`config.mk`:
```
export PLATFORM = sky130hd
export DESIGN_NAME = adder_arbiter_flat
export DESIGN_NICKNAME = d
export VERILOG_FILES = /design/src/rtl/adder_arb_pkg.sv /design/src/rtl/adder_arbiter_if.sv /design/src/rtl/adder.sv /design/src/rtl/adder_arbiter_rr_arbiter.sv /design/src/rtl/adder_arbiter.sv /design/src/flat_wrapper.sv
export SDC_FILE = /design/constraint.sdc
export NUM_CORES = 1
export LEC_CHECK = 0
export CORE_MARGIN = 4
export CORE_UTILIZATION = 49
export CTS_BUF_LIST = sky130_fd_sc_hd__clkbuf_4 sky130_fd_sc_hd__clkbuf_8 sky130_fd_sc_hd__clkbuf_16
export CTS_CLUSTER_DIAMETER = 60
export DETAILED_ROUTE_END_ITERATION = 12
export PLACE_DENSITY = 0.95
export SLEW_MARGIN = 25
export SYNTH_ARGS = -nofsm -noshare
export SYNTH_HDL_FRONTEND = slang
export SYNTH_SLANG_ARGS = --single-unit
```
`constraint.sdc`:
```
create_clock -name clk -period 11.6 [get_ports clk]
set_input_delay 2.32 -clock clk [delete_from_list [all_inputs] [get_ports clk]]
set_output_delay 2.32 -clock clk [all_outputs]
set_load 0.01 [all_outputs]
```
`src/rtl/adder_arb_pkg.sv`:
```
// Shared types and default widths for the adder_arbiter slice.
package adder_arb_pkg;

    typedef enum logic [1:0] {
        IDLE = 2'd0,
        EXEC = 2'd1,
        RESP = 2'd2
    } state_t;

    localparam int DEF_NREQ = 4;
    localparam int DEF_W    = 32;

endpackage

```
`src/rtl/adder_arbiter_if.sv`:
```
// Requester/consumer bundle for adder_arbiter.
// rsp_ovf exists only when ADDER_ARB_OVF_EN is defined.
interface adder_arbiter_if
    import adder_arb_pkg::*;
#(
    parameter int NREQ = DEF_NREQ,
    parameter int W    = DEF_W
);
    localparam int IDW = $clog2(NREQ);

    logic [NREQ-1:0]   req;
    logic [NREQ*W-1:0] op_a_flat;
    logic [NREQ*W-1:0] op_b_flat;
    logic [NREQ-1:0]   gnt;
    logic              busy;
    logic              rsp_valid;
    logic              rsp_ready;
    logic [IDW-1:0]    rsp_id;
    logic [W-1:0]      rsp_sum;
    logic              rsp_carry;
`ifdef ADDER_ARB_OVF_EN
    logic              rsp_ovf;

    modport master (
        output req, op_a_flat, op_b_flat, rsp_ready,
        input  gnt, busy, rsp_valid, rsp_id, rsp_sum, rsp_carry, rsp_ovf
    );
    modport slave (
        input  req, op_a_flat, op_b_flat, rsp_ready,
        output gnt, busy, rsp_valid, rsp_id, rsp_sum, rsp_carry, rsp_ovf
    );
`else
    modport master (
        output req, op_a_flat, op_b_flat, rsp_ready,
        input  gnt, busy, rsp_valid, rsp_id, rsp_sum, rsp_carry
    );
    modport slave (
        input  req, op_a_flat, op_b_flat, rsp_ready,
        output gnt, busy, rsp_valid, rsp_id, rsp_sum, rsp_carry
    );
`endif

endinterface

```
`src/rtl/adder.sv`:
```
// Shared W-bit adder datapath; sequenced exclusively by adder_arbiter.
module adder #(
    parameter int W = 32
) (
    input  logic [W-1:0] a,
    input  logic [W-1:0] b,
    output logic [W-1:0] sum
);

    assign sum = a + b;

endmodule

```
`src/rtl/adder_arbiter_rr_arbiter.sv`:
```
// Combinational round-robin pick: first set req bit at or after ptr, cyclically.
module rr_arbiter #(
    parameter int NREQ = 4,
    localparam int IDW = $clog2(NREQ)
) (
    input  logic [NREQ-1:0] req,
    input  logic [IDW-1:0]  ptr,
    output logic [NREQ-1:0] gnt,
    output logic [IDW-1:0]  idx,
    output logic            any
);

    logic [IDW:0]   pos;
    logic [IDW-1:0] cand;
    logic           found;

    always_comb begin
        gnt   = '0;
        idx   = '0;
        found = 1'b0;
        pos   = '0;
        cand  = '0;
        for (int unsigned i = 0; i < NREQ; i++) begin
            // ptr + i stays below 2*NREQ, so one conditional subtract wraps it
            pos = {1'b0, ptr} + (IDW+1)'(i);
            if (pos >= (IDW+1)'(NREQ))
                pos = pos - (IDW+1)'(NREQ);
            cand = pos[IDW-1:0];
            if (!found && req[cand]) begin
                found     = 1'b1;
                gnt[cand] = 1'b1;
                idx       = cand;
            end
        end
    end

    assign any = |req;

endmodule

```
`src/rtl/adder_arbiter.sv`:
```
// Round-robin sequencer for the shared adder: IDLE (arbitrate) -> EXEC -> RESP.
// ADDER_ARB_OVF_EN adds the registered signed-overflow flag rsp_ovf.
module adder_arbiter
    import adder_arb_pkg::*;
#(
    parameter int NREQ = DEF_NREQ,
    parameter int W    = DEF_W
) (
    input  logic           clk,
    input  logic           rst_n,
    adder_arbiter_if.slave bus
);

    localparam int IDW = $clog2(NREQ);

    state_t          state_q, state_d;
    logic [IDW-1:0]  ptr_q, ptr_d, w_q, w_d, id_q, id_d;
    logic [NREQ-1:0] gnt_q, gnt_d;
    logic [W-1:0]    a_q, a_d, b_q, b_d, sum_q, sum_d;
    logic            busy_q, busy_d, valid_q, valid_d, carry_q, carry_d;

    logic [NREQ-1:0] win_onehot;
    logic [IDW-1:0]  win_idx;
    logic            win_any;
    logic [W-1:0]    a_sel, b_sel, sum_w;
    logic [W:0]      wide;

`ifdef ADDER_ARB_OVF_EN
    logic ovf_q, ovf_d, ovf_w;
    assign ovf_w       = (a_q[W-1] == b_q[W-1]) && (sum_w[W-1] != a_q[W-1]);
    assign bus.rsp_ovf = ovf_q;
`endif

    rr_arbiter #(.NREQ(NREQ)) u_rr_arbiter (
        .req (bus.req),
        .ptr (ptr_q),
        .gnt (win_onehot),
        .idx (win_idx),
        .any (win_any)
    );

    adder #(.W(W)) u_adder (
        .a   (a_q),
        .b   (b_q),
        .sum (sum_w)
    );

    // Carry comes from a local wide add; its low bits must agree with the shared adder
    assign wide = {1'b0, a_q} + {1'b0, b_q};
    assert property (@(posedge clk) disable iff (!rst_n) wide[W-1:0] == sum_w);

    always_comb begin
        a_sel = '0;
        b_sel = '0;
        for (int unsigned i = 0; i < NREQ; i++) begin
            if (win_idx == IDW'(i)) begin
                a_sel = bus.op_a_flat[i*W +: W];
                b_sel = bus.op_b_flat[i*W +: W];
            end
        end
    end

    always_ff @(posedge clk or negedge rst_n) begin
        if (!rst_n) begin
            state_q <= IDLE;
            ptr_q   <= '0;
            w_q     <= '0;
            a_q     <= '0;
            b_q     <= '0;
            gnt_q   <= '0;
            busy_q  <= 1'b0;
            valid_q <= 1'b0;
            id_q    <= '0;
            sum_q   <= '0;
            carry_q <= 1'b0;
`ifdef ADDER_ARB_OVF_EN
            ovf_q   <= 1'b0;
`endif
        end else begin
            state_q <= state_d;
            ptr_q   <= ptr_d;
            w_q     <= w_d;
            a_q     <= a_d;
            b_q     <= b_d;
            gnt_q   <= gnt_d;
            busy_q  <= busy_d;
            valid_q <= valid_d;
            id_q    <= id_d;
            sum_q   <= sum_d;
            carry_q <= carry_d;
`ifdef ADDER_ARB_OVF_EN
            ovf_q   <= ovf_d;
`endif
        end
    end

    always_comb begin
        state_d = state_q;
        unique case (state_q)
            IDLE:    if (win_any) state_d = EXEC;
            EXEC:    state_d = RESP;
            RESP:    if (bus.rsp_ready) state_d = IDLE;
            default: state_d = IDLE;
        endcase
    end

    always_comb begin
        ptr_d   = ptr_q;
        w_d     = w_q;
        a_d     = a_q;
        b_d     = b_q;
        gnt_d   = '0;
        valid_d = valid_q;
        id_d    = id_q;
        sum_d   = sum_q;
        carry_d = carry_q;
`ifdef ADDER_ARB_OVF_EN
        ovf_d   = ovf_q;
`endif
        busy_d  = (state_d != IDLE);
        unique case (state_q)
            IDLE: begin
                if (win_any) begin
                    gnt_d = win_onehot;
                    w_d   = win_idx;
                    a_d   = a_sel;
                    b_d   = b_sel;
                    ptr_d = (win_idx == IDW'(NREQ-1)) ? '0 : win_idx + 1'b1;
                end
            end
            EXEC: begin
                valid_d = 1'b1;
                id_d    = w_q;
                sum_d   = sum_w;
                carry_d = wide[W];
`ifdef ADDER_ARB_OVF_EN
                ovf_d   = ovf_w;
`endif
            end
            RESP: begin
                if (bus.rsp_ready) valid_d = 1'b0;
            end
            default: ;
        endcase
    end

    assign bus.gnt       = gnt_q;
    assign bus.busy      = busy_q;
    assign bus.rsp_valid = valid_q;
    assign bus.rsp_id    = id_q;
    assign bus.rsp_sum   = sum_q;
    assign bus.rsp_carry = carry_q;

endmodule

```
`src/flat_wrapper.sv`:
```
// flat-port wrapper written by rule: the top's interface ports become plain ports
module adder_arbiter_flat import adder_arb_pkg::*;
#(
    parameter int NREQ = DEF_NREQ,
    parameter int W    = DEF_W
)
  (clk, rst_n, bus_req, bus_op_a_flat, bus_op_b_flat, bus_rsp_ready, bus_gnt, bus_busy, bus_rsp_valid, bus_rsp_id, bus_rsp_sum, bus_rsp_carry);
  adder_arbiter_if #(.NREQ(NREQ), .W(W)) bus_i ();
  input  logic clk;
  input  logic rst_n;
  input wire logic [$bits(bus_i.req)-1:0] bus_req;
  input wire logic [$bits(bus_i.op_a_flat)-1:0] bus_op_a_flat;
  input wire logic [$bits(bus_i.op_b_flat)-1:0] bus_op_b_flat;
  input wire logic [$bits(bus_i.rsp_ready)-1:0] bus_rsp_ready;
  output wire logic [$bits(bus_i.gnt)-1:0] bus_gnt;
  output wire logic [$bits(bus_i.busy)-1:0] bus_busy;
  output wire logic [$bits(bus_i.rsp_valid)-1:0] bus_rsp_valid;
  output wire logic [$bits(bus_i.rsp_id)-1:0] bus_rsp_id;
  output wire logic [$bits(bus_i.rsp_sum)-1:0] bus_rsp_sum;
  output wire logic [$bits(bus_i.rsp_carry)-1:0] bus_rsp_carry;
  assign bus_i.req = bus_req;
  assign bus_i.op_a_flat = bus_op_a_flat;
  assign bus_i.op_b_flat = bus_op_b_flat;
  assign bus_i.rsp_ready = bus_rsp_ready;
  assign bus_gnt = bus_i.gnt;
  assign bus_busy = bus_i.busy;
  assign bus_rsp_valid = bus_i.rsp_valid;
  assign bus_rsp_id = bus_i.rsp_id;
  assign bus_rsp_sum = bus_i.rsp_sum;
  assign bus_rsp_carry = bus_i.rsp_carry;
  adder_arbiter #(.NREQ(NREQ), .W(W)) u_core (.clk(clk), .rst_n(rst_n), .bus(bus_i));
endmodule
```
# After elaboration in Yosys (flattened, before gate mapping)
# Cells that the tools add are included.
dict set report op_classes {
  add_sub_neg 10
  order_cmp 12
  n_eq_ne 6
  mux 47
  n_bitwise 3
  n_reduce_logical 17
}
# op n
set ops {}
lappend ops {{two-way mux 32 bit} 8}
lappend ops {{adder 32 x 32 -> 33 bit} 1}
lappend ops {{adder 32 bit} 1}
lappend ops {{two-way mux 4 bit} 6}
lappend ops {{two-way mux 2 bit} 11}
lappend ops {{< comparator 2 x 3 -> 1 bit, second input constant} 4}
lappend ops {{two-way mux 1 bit} 12}
lappend ops {{OR 4 bit} 3}
lappend ops {{>= comparator 3 bit, second input constant} 3}
lappend ops {{binary-select mux 1 bit (select 2 bit)} 4}
lappend ops {{demux 1 bit (select 2 bit)} 4}
lappend ops {{>= comparator 2 x 1 -> 1 bit, second input constant} 4}
lappend ops {{subtractor 2 x 1 -> 2 bit, second input constant} 4}
lappend ops {{logical AND 1 bit} 7}
lappend ops {{adder 2 x 2 -> 3 bit, second input constant} 2}
lappend ops {{equality test 2 bit, second input constant} 3}
lappend ops {{case mux 2 bit (3 select lines)} 1}
lappend ops {{equality test 2 x 1 -> 1 bit, second input constant} 2}
lappend ops {{zero test 2 bit} 2}
lappend ops {{AND reduction 2 bit} 2}
lappend ops {{nonzero test 2 bit} 2}
lappend ops {{OR reduction 4 bit} 1}
lappend ops {{adder 2 x 1 -> 3 bit, second input constant} 1}
lappend ops {{>= comparator 2 x 3 -> 1 bit, second input constant} 1}
lappend ops {{other kinds (4)} 6}
dict set report word_totals {
  register_bits 111
  output_inout_bits 41
  elab_cells 106
}

# Logic depth before layout (Yosys ltp)
# Gate-level depths: netlist of run 1.
dict set report depth {
  word_depth 19
  mapped_depth 19
  ltp_nobuf 16
}

# Modules after synthesis
# Synthesis of run 1 repeated with hierarchy kept, for this count alone.
dict set report unflattened {
  cells_unflattened 985
  area_unflattened_um2 8617.0
}
# module n_inst cells_per_inst area_per_inst_um2
set modules_own_cells {}
lappend modules_own_cells {adder_arbiter 1 695 6461.2}
lappend modules_own_cells {adder 1 241 1744.2}
lappend modules_own_cells {rr_arbiter 1 49 411.6}

# Worst setup path after synthesis of run 1
# Ideal clock, no wire load.
dict set report synth_path {
  kind {input to register}
  from {input port bus_req[2]}
  to {register u_core.a_q[10]}
  setup_ns 0.083
  t_arrival_ns 4.798
  required_time_ns 11.517
  path_slack_ns 6.720
  cell_stages 14
  n_path_buf 2
  cell_sequence {mux4_2 -> or2_1 -> o31ai_1 -> inv_1 -> ha_1 -> nor2b_1 -> clkbuf_1 -> clkbuf_1 -> a22oi_1 -> nor2_1 -> a21oi_1 -> nor2_1 -> a21oi_1 -> o21ai_0}
}
dict set report synth_between {
  elab_chain_len 17
  word_cells_on_any_way 31
  classes_between {eq/ne (3); mux (19); reduce/logical (9)}
}
# element line
set synth_lines {}
lappend synth_lines {{start, declared} flat_wrapper.sv:11} ;# input wire logic [$bits(bus_i.req)-1:0] bus_req;
lappend synth_lines {{binary-select mux 1 bit (select 2 bit)} adder_arbiter_rr_arbiter.sv:29} ;# if (!found && req[cand]) begin
lappend synth_lines {{two-way mux 1 bit (not written as such)} adder_arbiter_rr_arbiter.sv:29}
lappend synth_lines {{two-way mux 1 bit} adder_arbiter_rr_arbiter.sv:29}
lappend synth_lines {{zero test 1 bit} adder_arbiter_rr_arbiter.sv:29}
lappend synth_lines {{logical AND 1 bit} adder_arbiter_rr_arbiter.sv:29}
lappend synth_lines {{two-way mux 1 bit} adder_arbiter_rr_arbiter.sv:29}
lappend synth_lines {{zero test 1 bit} adder_arbiter_rr_arbiter.sv:29}
lappend synth_lines {{logical AND 1 bit} adder_arbiter_rr_arbiter.sv:29}
lappend synth_lines {{two-way mux 1 bit} adder_arbiter_rr_arbiter.sv:29}
lappend synth_lines {{zero test 1 bit} adder_arbiter_rr_arbiter.sv:29}
lappend synth_lines {{logical AND 1 bit} adder_arbiter_rr_arbiter.sv:29}
lappend synth_lines {{two-way mux 2 bit (*)} adder_arbiter_rr_arbiter.sv:29}
lappend synth_lines {{named net u_core.u_rr_arbiter.idx[1]} adder_arbiter_rr_arbiter.sv:9} ;# output logic [IDW-1:0] idx,
lappend synth_lines {{zero test 2 bit} adder_arbiter.sv:56} ;# if (win_idx == IDW'(i)) begin
lappend synth_lines {{two-way mux 32 bit (3 in series)} adder_arbiter.sv:56}
lappend synth_lines {{two-way mux 32 bit (*)} adder_arbiter.sv:56}
lappend synth_lines {{end signal, assigned} adder_arbiter.sv:68} ;# a_q <= '0;
lappend synth_lines {{end signal, assigned} adder_arbiter.sv:83} ;# a_q <= a_d;
lappend synth_lines {{end, declared} adder_arbiter.sv:19} ;# logic [W-1:0] a_q, a_d, b_q, b_d, sum_q, sum_d;
# The timed path passes the listed nets; every way through them passes the cells marked *. The select of a mux whose other input is x is not followed.
# A chain may end at the register's enable or synchronous reset.

# Final worst setup path of run 1
dict set report layout_path {
  from {input port bus_req[3]}
  to {register u_core.b_q[20]}
}
dict set report layout_between {
  elab_chain_len 17
  word_cells_on_any_way 31
  classes_between {eq/ne (3); mux (19); reduce/logical (9)}
}
# element line
set layout_lines {}
lappend layout_lines {{binary-select mux 1 bit (select 2 bit)} adder_arbiter_rr_arbiter.sv:29}
lappend layout_lines {{two-way mux 1 bit (not written as such)} adder_arbiter_rr_arbiter.sv:29}
lappend layout_lines {{two-way mux 1 bit} adder_arbiter_rr_arbiter.sv:29}
lappend layout_lines {{zero test 1 bit} adder_arbiter_rr_arbiter.sv:29}
lappend layout_lines {{logical AND 1 bit} adder_arbiter_rr_arbiter.sv:29}
lappend layout_lines {{two-way mux 1 bit} adder_arbiter_rr_arbiter.sv:29}
lappend layout_lines {{zero test 1 bit} adder_arbiter_rr_arbiter.sv:29}
lappend layout_lines {{logical AND 1 bit} adder_arbiter_rr_arbiter.sv:29}
lappend layout_lines {{two-way mux 1 bit} adder_arbiter_rr_arbiter.sv:29}
lappend layout_lines {{zero test 1 bit} adder_arbiter_rr_arbiter.sv:29}
lappend layout_lines {{logical AND 1 bit} adder_arbiter_rr_arbiter.sv:29}
lappend layout_lines {{two-way mux 2 bit (*)} adder_arbiter_rr_arbiter.sv:29}
lappend layout_lines {{named net u_core.u_rr_arbiter.idx[1]} adder_arbiter_rr_arbiter.sv:9}
lappend layout_lines {{zero test 2 bit} adder_arbiter.sv:56}
lappend layout_lines {{two-way mux 32 bit (3 in series)} adder_arbiter.sv:56}
lappend layout_lines {{two-way mux 32 bit (*)} adder_arbiter.sv:56}
lappend layout_lines {{end signal, assigned} adder_arbiter.sv:69} ;# b_q <= '0;
lappend layout_lines {{end signal, assigned} adder_arbiter.sv:84} ;# b_q <= b_d;
lappend layout_lines {{end, declared} adder_arbiter.sv:19}
# Marked as above.

==> results of run 1 <==
[registers in the layout, summed over array words and instances, names as in the netlist]
name                  cells
u_core.a_q               32
u_core.w_q                2
u_core.b_q               32
u_core.bus.busy           1
u_core.bus.rsp_valid      1
u_core.state_q            2
u_core.bus.gnt            4
u_core.ptr_q              2
u_core.bus.rsp_sum       32
u_core.bus.rsp_carry      1
u_core.bus.rsp_id         2
[report_power, final]
part	leakage, uW	switching [uW]	internal, uW
registers	0.00141	127	567
logic	0.00327	1450	916
clock network	0.000144	154	157
total	0.00482	1730	1640
[layout by cell type, fill, tap and decap left out, drive strengths merged, types with 5 or more instances in the layout]
master	n
nor2	149
a31oi	8
dfrtp	111
o211ai	7
a22oi	71
xnor2	13
o31ai	8
nand2	129
a211oi	7
clkdlybuf4s50	302
a21o	15
nor3	5
xor2	10
ha	43
mux2i	6
clkbuf	10
and3	7
nor2b	6
o21ai	109
nand4	10
a21oi	160
o21a	7
buf	9
nand2b	8
inv	19
[worst max path at each step]
stage / slack [ps] / start / end
after floorplan: 6720 / bus_req[2] / u_core.a_q[10]$_DFFE_PN0P_
after global placement: 5210 / bus_req[2] / u_core.a_q[7]$_DFFE_PN0P_
after detailed placement: 5020 / bus_req[3] / u_core.a_q[17]$_DFFE_PN0P_
after CTS: 5390 / bus_req[3] / u_core.b_q[20]$_DFFE_PN0P_
after global routing: 4950 / bus_req[3] / u_core.a_q[6]$_DFFE_PN0P_
final: 5300 / bus_req[3] / u_core.b_q[20]$_DFFE_PN0P_
[kinds of logic (layout without fill, tap and decap cells)]
group	after synthesis	after routing	synth area share, %
and+or+nand+nor	333	333	17.50
buffers and inverters	95	343	5.238
muxes	10	10	1.445
other	0	3	0
AOI/OAI and AO/OA	416	416	31.88
DFF	111	111	34.50
adders and majority gates	44	44	6.932
xor gates and xnor gates	23	23	2.502
[final cells by class]
type,instances,share of cell area [%]
Inverter,16,0.5265
Antenna cell,3,0.06582
Tap cell,216,2.369
Clock buffer,10,2.095
Timing Repair Buffer,311,27.13
Clock inverter,6,0.5375
Sequential cell,111,24.35
Multi-Input combinational cell,826,42.92
[metrics by stage]
step / hold WS, ps / cells / worst slack (ps) / utilization (%) / total power (uW)
detailed placement: 462.4 / 1480 / 5019 / 69.34 / 3032
floorplan: 434.8 / 1032 / 6720 / - / 2372
CTS: 480.8 / 1496 / 5388 / 71.22 / 3352
global placement: 451.5 / 1480 / 5209 / 69.34 / 2960
finish: 476.0 / 1499 / 5295 / 71.29 / 3373
global route: 499.9 / 1499 / 4953 / 71.29 / 3683
[critical path, stage by stage]
cell	delay (ps)
sky130_fd_sc_hd__clkdlybuf4s50_1	510
sky130_fd_sc_hd__mux2i_1	290
sky130_fd_sc_hd__mux2i_1	250
sky130_fd_sc_hd__or2_1	320
sky130_fd_sc_hd__o31ai_1	640
sky130_fd_sc_hd__inv_1	190
sky130_fd_sc_hd__ha_2	210
sky130_fd_sc_hd__buf_4	320
sky130_fd_sc_hd__nor2b_4	170
sky130_fd_sc_hd__buf_4	540
sky130_fd_sc_hd__a22oi_1	180
sky130_fd_sc_hd__nor2_1	150
sky130_fd_sc_hd__a21oi_1	70
sky130_fd_sc_hd__nor2_1	120
sky130_fd_sc_hd__a21oi_1	50
sky130_fd_sc_hd__o21ai_0	180
[layer usage]
layer  global-route usage, %  share of wire [%]
met2                   49.15                 48
met3                   5.514                8.0
met5                       0                  0
met4                   11.93                3.1
met1                   39.05                 41
==> run summary, run 1 <==
clk root buf: sky130_fd_sc_hd__clkbuf_16
number of nets in the final layout: 1582
WL final: 28240 um
fraction of synthesis flops using an asynchronous set or reset pin: 100.0%
average wire per cell in the routed design: 18.84 um
library cell occupying the most area in the post-synthesis netlist: sky130_fd_sc_hd__dfrtp_1
area occupied by registers: 2778 sq um
outcome: finished, final reports clean
R2R depth: 16
critical path capture point type: register
worst setup path class: input pin to register
number of gates given a new drive strength after cts: 0
Netlist Area Pre-Place: 8050 sq um
cell area reported after detailed placement: 11090 sq um
half-perimeter wire length after placement: 22490 um
I/O pin count: 304
DRC violations left: 0
Worst Hold Path EP: u_core.bus.rsp_sum[0]$_DFFE_PN0P_
FMAX: 158.6 MHz
H-Tree Depth: 3
Synthesis Warnings: 0
Final Critical Period: 6305 ps
Crit Path Max Fanout: 66
via count of the first global-routing pass: 8235
combined area of the multi-input logic cells: 4896 sq um
vertical extent of the die: 136.2 um
pin count of the biggest net entering global routing: 114
number of distinct standard cells referenced by the synthesized netlist: 68
initial antenna violation count: 3
PortBufs: 303
part of the cycle the worst path needs: 54.35%
reg-to-reg critical path startpoint: u_core.ptr_q[0]$_DFFE_PN0P_
cells after synthesis: 1032
Synth Net Count: 1339
number of design-rule violations left by the first detailed-router iteration: 632
endpoints failing setup: 0
worst min-delay path category: register to register
aggregate global-route resource usage: 29.90%
final instance area: 11410 sq um
VDD IR max: 0.2428 mV
worst slew pin tran: 899.8 ps
Overflow after GRT: 0
clock-pin slew reported for the worst setup and hold paths after clock tree synthesis: 80 ps
initial core utilization: 50.31%
leading cell type by number of instances after synthesis: sky130_fd_sc_hd__a21oi_1
post-route clock skew: 8.287 ps
number of synthesized register bits: 111
P per Cell Area: 295.7 nW/um^2
clock insertion delay at the later pin of the skew report: 360 ps
global-route wire length before repair: 42880 um
buffers inserted by post-CTS timing repair: 0
maximum count of clock buffers along a single path: 2
Detail Route Antenna Nets: 0
number of flops mapped to enable cells by yosys: 0
main flop type after synthesis: sky130_fd_sc_hd__dfrtp_1
hold depth: 2
number of failing hold endpoints at the final stage: 0
GP Congestion: 0.9187
max-capacitance violation count: 0
worst slew margin relative to its limit: 39.50%
routed via count: 8611
Sum Neg Setup Slack: 0 ps
fraction of final layout cells with drive strength greater than 1: 4.453%
TritonCTS buffer count: 9
Slew Viols, Final: 0
Critical Path Source Type: input pin
hold_buf cts: 0
final-layout fill cell count: 1284
die span in x: 136.2 um
top area cells in the synthesized netlist: sky130_fd_sc_hd__dfrtp_1 35%, sky130_fd_sc_hd__a21oi_1 9.8%, sky130_fd_sc_hd__nor2_1 6.9%, sky130_fd_sc_hd__ha_1 6.7%, sky130_fd_sc_hd__a22oi_1 6.6%
Die Area: 18540 sq um
R2R setup slack: 6470 ps
row count: 46
Yosys top cell area share: 34.50%
area of the core: 16000 sq um
number of vias per cell after detailed routing: 5.744
layout-stage area growth over the synthesis result: 41.68%
Worst EP required: 11870 ps
CTS tree: done
Data arrival, critical path: 6580 ps
mean instance size in the synthesized netlist: 7.801 sq um
Critical R2R Capture: u_core.b_q[20]$_DFFE_PN0P_
number of search-and-repair iterations in the first detailed-routing pass: 7
clock sink count: 111
worst hold start: u_core.bus.rsp_sum[0]$_DFFE_PN0P_
sequential element share of the synthesized area: 34.50%
unrepaired setup endpoints after global routing: false
most frequent cells after synthesis: 158 x sky130_fd_sc_hd__a21oi_1, 149 x sky130_fd_sc_hd__nor2_1, 129 x sky130_fd_sc_hd__nand2_1
leakage component of the power: 0.004824 uW
Power figures use the tool's default switching activity.
==> run 2, diff against run 1 <==
CORE_UTILIZATION = 45   (was 49)
PLACE_DENSITY = 0.88   (was 0.95)
clock period = 6.4 ns   (was 11.6 ns; I/O delays follow)
==> run 2 against run 1 <==
Utilization shrank 5.4 points. Critical path depth down 1. Sequential share of layout area down 0.15 points. Clock-buffer cell count shrank 1. Cell count rose by 0.67%. Combinational power increased by 86%. Power grew 86%. Worst setup slack worse by 4200 ps. Critical path type unchanged. Critical endpoint is now u_core.a_q[5]$_DFFE_PN0P_. Largest power group unchanged.
==> run summary, run 2 (synthesized netlist as in run 1, its figures left out) <==
switching portion of total power: 50.72%
worst slew margin relative to its limit: 38.62%
largest stage delay on the critical path: 630 ps
number of vias per cell after detailed routing: 5.657
part of the cycle the worst path needs: 83.06%
Slew Viols, Final: 0
clock-pin slew reported for the worst setup and hold paths after clock tree synthesis: 70 ps
WL final: 28500 um
P per Cell Area: 547.4 nW/um^2
final core area utilization: 65.90%
worst setup path class: input pin to register
DRC violations left: 0
Die Area: 20090 sq um
Sum Neg Setup Slack: 0 ps
hold_buf cts: 0
clock share of power: 9.9%
placed cells: 1492
routed via count: 8536
PortBufs: 303
aggregate global-route resource usage: 27.58%
WP buf/inv: 3
GP Congestion: 0.9238
leakage component of the power: 0.004849 uW
initial core utilization: 46.22%
number of failing hold endpoints at the final stage: 0
buffers inserted by post-CTS timing repair: 0
number of design-rule violations left by the first detailed-router iteration: 746
maximum count of clock buffers along a single path: 2
pin count of the biggest net entering global routing: 95
delay-heaviest family, CP: simple AND/OR/NAND/NOR gates
Hold Worst Slack: 481.1 ps
library cell contributing the largest single delay on the critical path: sky130_fd_sc_hd__o31ai_1
clock insertion delay at the later pin of the skew report: 360 ps
initial antenna violation count: 3
cell area reported after detailed placement: 11150 sq um
max-capacitance violation count: 0
series of cell instances along the critical path: clkdlybuf4s50_1 > mux2i_1 > mux2i_1 > or2_1 > o31ai_1 > inv_1 > ha_2 > nor2b_4 > buf_12 > a22oi_1 > nor2_1 > a21oi_1 > nor2_1 > a21oi_1 > o21ai_0
clock sink count: 111
number of gates given a new drive strength after cts: 0
most common cell after layout, fill and taps aside: sky130_fd_sc_hd__clkdlybuf4s50_1
global-route wire length before repair: 43680 um
FMAX: 188.1 MHz
I/O pin count: 304
area of the core: 17420 sq um
number of standard cells in the final layout excluding fillers: 1509
half-perimeter wire length after placement: 22440 um
combinational share of power: 70.1%
fraction of final layout cells with drive strength greater than 1: 4.677%
row count: 48
Worst EP required: 6680 ps
Overflow after GRT: 0
number of nets in the final layout: 1585
clk root buf: sky130_fd_sc_hd__clkbuf_16
worst min-delay path category: register to register
worst slew pin tran: 920.8 ps
average wire per cell in the routed design: 18.89 um
layout-stage area growth over the synthesis result: 42.57%
CTS tree: done
Crit Path Max Fanout: 37
endpoints failing setup: 0
vertical extent of the die: 141.8 um
post-route clock skew: 7.740 ps
unrepaired setup endpoints after global routing: false
internal power component: 3096 uW
most frequent cells in the layout: 302 x sky130_fd_sc_hd__clkdlybuf4s50_1, 158 x sky130_fd_sc_hd__a21oi_1, 149 x sky130_fd_sc_hd__nor2_1
number of search-and-repair iterations in the first detailed-routing pass: 6
Final Critical Period: 5316 ps
VDD IR max: 0.5006 mV
outcome: finished, final reports clean
TritonCTS buffer count: 9
Detail Route Antenna Nets: 0
net switching component of the power: 3187 uW
critical path capture point type: register
Data arrival, critical path: 5600 ps
sequential power share: 20.0%
via count of the first global-routing pass: 8182
Critical Path Source Type: input pin
final instance area: 11480 sq um
H-Tree Depth: 3
die span in x: 141.8 um
## run 2: cell count changes in the layout (fill, tap and decap cells not counted), sizes merged
cell,before,now
buf,9,12
bufinv,0,2
clkinvlp,1,3
diode,3,1
inv,19,17
clkbuf,10,9
clkinv,2,1
## run 2: final timing paths
path | from | endpoint | slack (ps) | cells after the start
max in group asynchronous | rst_n | u_core.b_q[10]$_DFFE_PN0P_ | 4200 | 2
hold / removal | u_core.bus.rsp_sum[10]$_DFFE_PN0P_ | u_core.bus.rsp_sum[10]$_DFFE_PN0P_ | 480 | 2
setup reg to reg | u_core.ptr_q[0]$_DFFE_PN0P_ | u_core.a_q[5]$_DFFE_PN0P_ | 1210 | 15
min in group asynchronous | rst_n | u_core.bus.rsp_valid$_DFFE_PN0P_ | 910 | 1
setup / recovery | bus_req[3] | u_core.a_q[5]$_DFFE_PN0P_ | 1080 | 15
hold reg to reg | u_core.bus.rsp_sum[10]$_DFFE_PN0P_ | u_core.bus.rsp_sum[10]$_DFFE_PN0P_ | 480 | 2
## run 2: worst reg2reg max path: cells and delay by family, from the launching register on
kind / cells / cell delay (ps)
compound gates: 5 / 1060
fa+ha+maj: 2 / 880
buf+inv: 3 / 660
flops: 1 / 690
mux: 1 / 580
simple gates: 4 / 1230
## run 2: power by group through the flow
stage,logic [uW],registers (uW),clock network (uW)
finish,4400,1260,623
floorplan,3070,1230,0
global placement,4250,1250,0
global route,4920,1290,653
CTS,4360,1250,628
detailed placement,4340,1260,0
## run 2: cell type report
type	instances	area (sq um)
clock buffers	9	225.2
clock inverters	7	96.34
diodes	1	2.502
multi-input cells	826	4896
fillers	1475	5939
well taps	225	281.5
flip-flops and latches	111	2778
inverters	16	60.06
repair buffers	314	3138
## run 2: per-layer routing
metal	GRT usage [%]	vias to the layer above	wire [um]
met3	5.561	46	2210
li1	-	4203	-
met5	0	-	26
met4	8.939	4	721
met1	37.36	3912	12090
met2	44.41	371	13450
## run 2: through the flow
stage                     power [uW]  setup slack [ps]
after floorplan                 4300              2560
after detailed placement        5605             826.5
after global placement          5497              1043
final                           6282              1084
after CTS                       6244              1193
after global routing            6864             818.0
==> run 3, diff against run 2 <==
CORE_UTILIZATION = 41   (was 45)
PLACE_DENSITY = 0.85   (was 0.88)
clock period = 4.6 ns   (was 6.4 ns; I/O delays follow)
==> run 3 against run 2 <==
Clock power increased by 29%. Clock-buffer cell count unchanged. Utilization decreased by 5.0 points. Sequential share of layout area decreased by 0.23 points.
==> run summary, run 3 (synthesized netlist as in run 1, its figures left out) <==
R2R depth: 15
outcome: finished, final reports clean
clk root buf: sky130_fd_sc_hd__clkbuf_16
initial core utilization: 42.33%
Crit Path Max Fanout: 41
GP Congestion: 0.9516
layout-stage area growth over the synthesis result: 43.92%
leakage component of the power: 0.004882 uW
WP buf/inv: 3
global-route wire length before repair: 43990 um
reg-to-reg critical path startpoint: u_core.ptr_q[1]$_DFFE_PN0P_
worst slew margin relative to its limit: 43.74%
WL final: 28910 um
PortBufs: 303
row count: 50
largest stage delay on the critical path: 770 ps
die span in x: 148.1 um
Critical R2R Capture: u_core.b_q[8]$_DFFE_PN0P_
worst min-delay path category: register to register
R2R setup slack: 420 ps
part of the cycle the worst path needs: 91.60%
Worst EP required: 4820 ps
initial antenna violation count: 3
hold_buf cts: 0
Data arrival, critical path: 4430 ps
buffers inserted by post-CTS timing repair: 0
routed via count: 8489
worst slew pin tran: 836.7 ps
Slew Viols, Final: 0
delay-heaviest family, CP: compound AO/OA/AOI/OAI gates
library cell contributing the largest single delay on the critical path: sky130_fd_sc_hd__o31ai_1
Final Critical Period: 4214 ps
worst hold start: u_core.bus.rsp_sum[17]$_DFFE_PN0P_
average wire per cell in the routed design: 18.65 um
clock insertion delay at the later pin of the skew report: 360 ps
maximum count of clock buffers along a single path: 2
Worst Hold Path EP: u_core.bus.rsp_sum[17]$_DFFE_PN0P_
number of gates given a new drive strength after cts: 0
max-capacitance violation count: 0
Sum Neg Setup Slack: 0 ps
final core area utilization: 60.92%
hold depth: 2
unrepaired setup endpoints after global routing: false
DRC violations left: 0
launch point of the critical path: bus_req[3]
H-Tree Depth: 3
number of nets in the final layout: 1590
I/O pin count: 304
endpoints failing setup: 0
worst setup path class: input pin to register
aggregate global-route resource usage: 25.38%
P per Cell Area: 759.0 nW/um^2
post-route clock skew: 12.12 ps
fraction of final layout cells with drive strength greater than 1: 4.973%
via count of the first global-routing pass: 8096
critical path capture point type: register
number of design-rule violations left by the first detailed-router iteration: 693
TritonCTS buffer count: 9
Die Area: 21940 sq um
FMAX: 237.3 MHz
vertical extent of the die: 148.1 um
Overflow after GRT: 0
number of failing hold endpoints at the final stage: 0
VDD IR max: 0.4677 mV
number of vias per cell after detailed routing: 5.477
Critical Path Source Type: input pin
pin count of the biggest net entering global routing: 84
half-perimeter wire length after placement: 23260 um
series of cell instances along the critical path: clkdlybuf4s50_1 > mux2i_1 > mux2i_1 > o31ai_1 > inv_1 > ha_1 > nor2b_4 > buf_12 > a22oi_1 > nor2_1 > a21oi_1 > nor2_1 > a21oi_1 > o21ai_0
area of the core: 19020 sq um
clock sink count: 111
most frequent cells in the layout: 302 x sky130_fd_sc_hd__clkdlybuf4s50_1, 158 x sky130_fd_sc_hd__a21oi_1, 149 x sky130_fd_sc_hd__nor2_1
CTS tree: done
Detail Route Antenna Nets: 0
number of search-and-repair iterations in the first detailed-routing pass: 5
clock-pin slew reported for the worst setup and hold paths after clock tree synthesis: 70 ps
most common cell after layout, fill and taps aside: sky130_fd_sc_hd__clkdlybuf4s50_1
## run 3: final cells by class
cell class              instances  area (sq um)
flip-flops and latches        111          2778
well taps                     260         325.3
inverters                      16         60.06
clock inverters                 6         68.82
multi-input cells             826          4896
fillers                      1756          7432
clock buffers                   9         225.2
repair buffers                319          3226
diodes                          3         7.507
## run 3: worst max path at each step
stage | cells past startpoint | to
final | 14 | u_core.b_q[15]$_DFFE_PN0P_
after global routing | 15 | u_core.b_q[8]$_DFFE_PN0P_
after CTS | 15 | u_core.b_q[8]$_DFFE_PN0P_
after detailed placement | 14 | u_core.b_q[15]$_DFFE_PN0P_
after global placement | 14 | u_core.b_q[8]$_DFFE_PN0P_
after floorplan | 17 | u_core.a_q[10]$_DFFE_PN0P_
## run 3: power by group
group | internal, uW | switching (uW) | leakage [uW]
clock | 424 | 377 | 0.000142
combinational | 2490 | 3750 | 0.00333
sequential | 1430 | 317 | 0.00141
## run 3: stage by stage
step                      cell area, sq um  cells  power [uW]  setup WS [ps]  hold WS (ps)
after floorplan                       8050   1032        5982          875.7         434.8
after global placement               11280   1532        7822          215.1         456.2
after detailed placement             11280   1532        7961          51.64         465.3
after CTS                            11580   1547        8778          402.5         484.2
after global routing                 11590   1550        9605          135.4         505.8
final                                11590   1550        8793          386.3         478.2
## run 3: metal layers
metal	vias to the layer above	share of wire, %	global-route usage (%)
met1	3898	44	34.72
met4	0	2.5	9.145
met3	46	6.9	4.296
met2	336	47	40.74
li1	4209	-	-
met5	-	0	0
## run 3: worst min-delay path: stages, from the launching register on
cell and delay [ps]:
sky130_fd_sc_hd__dfrtp_1 340, sky130_fd_sc_hd__nand2_1 40, sky130_fd_sc_hd__o21ai_0 60
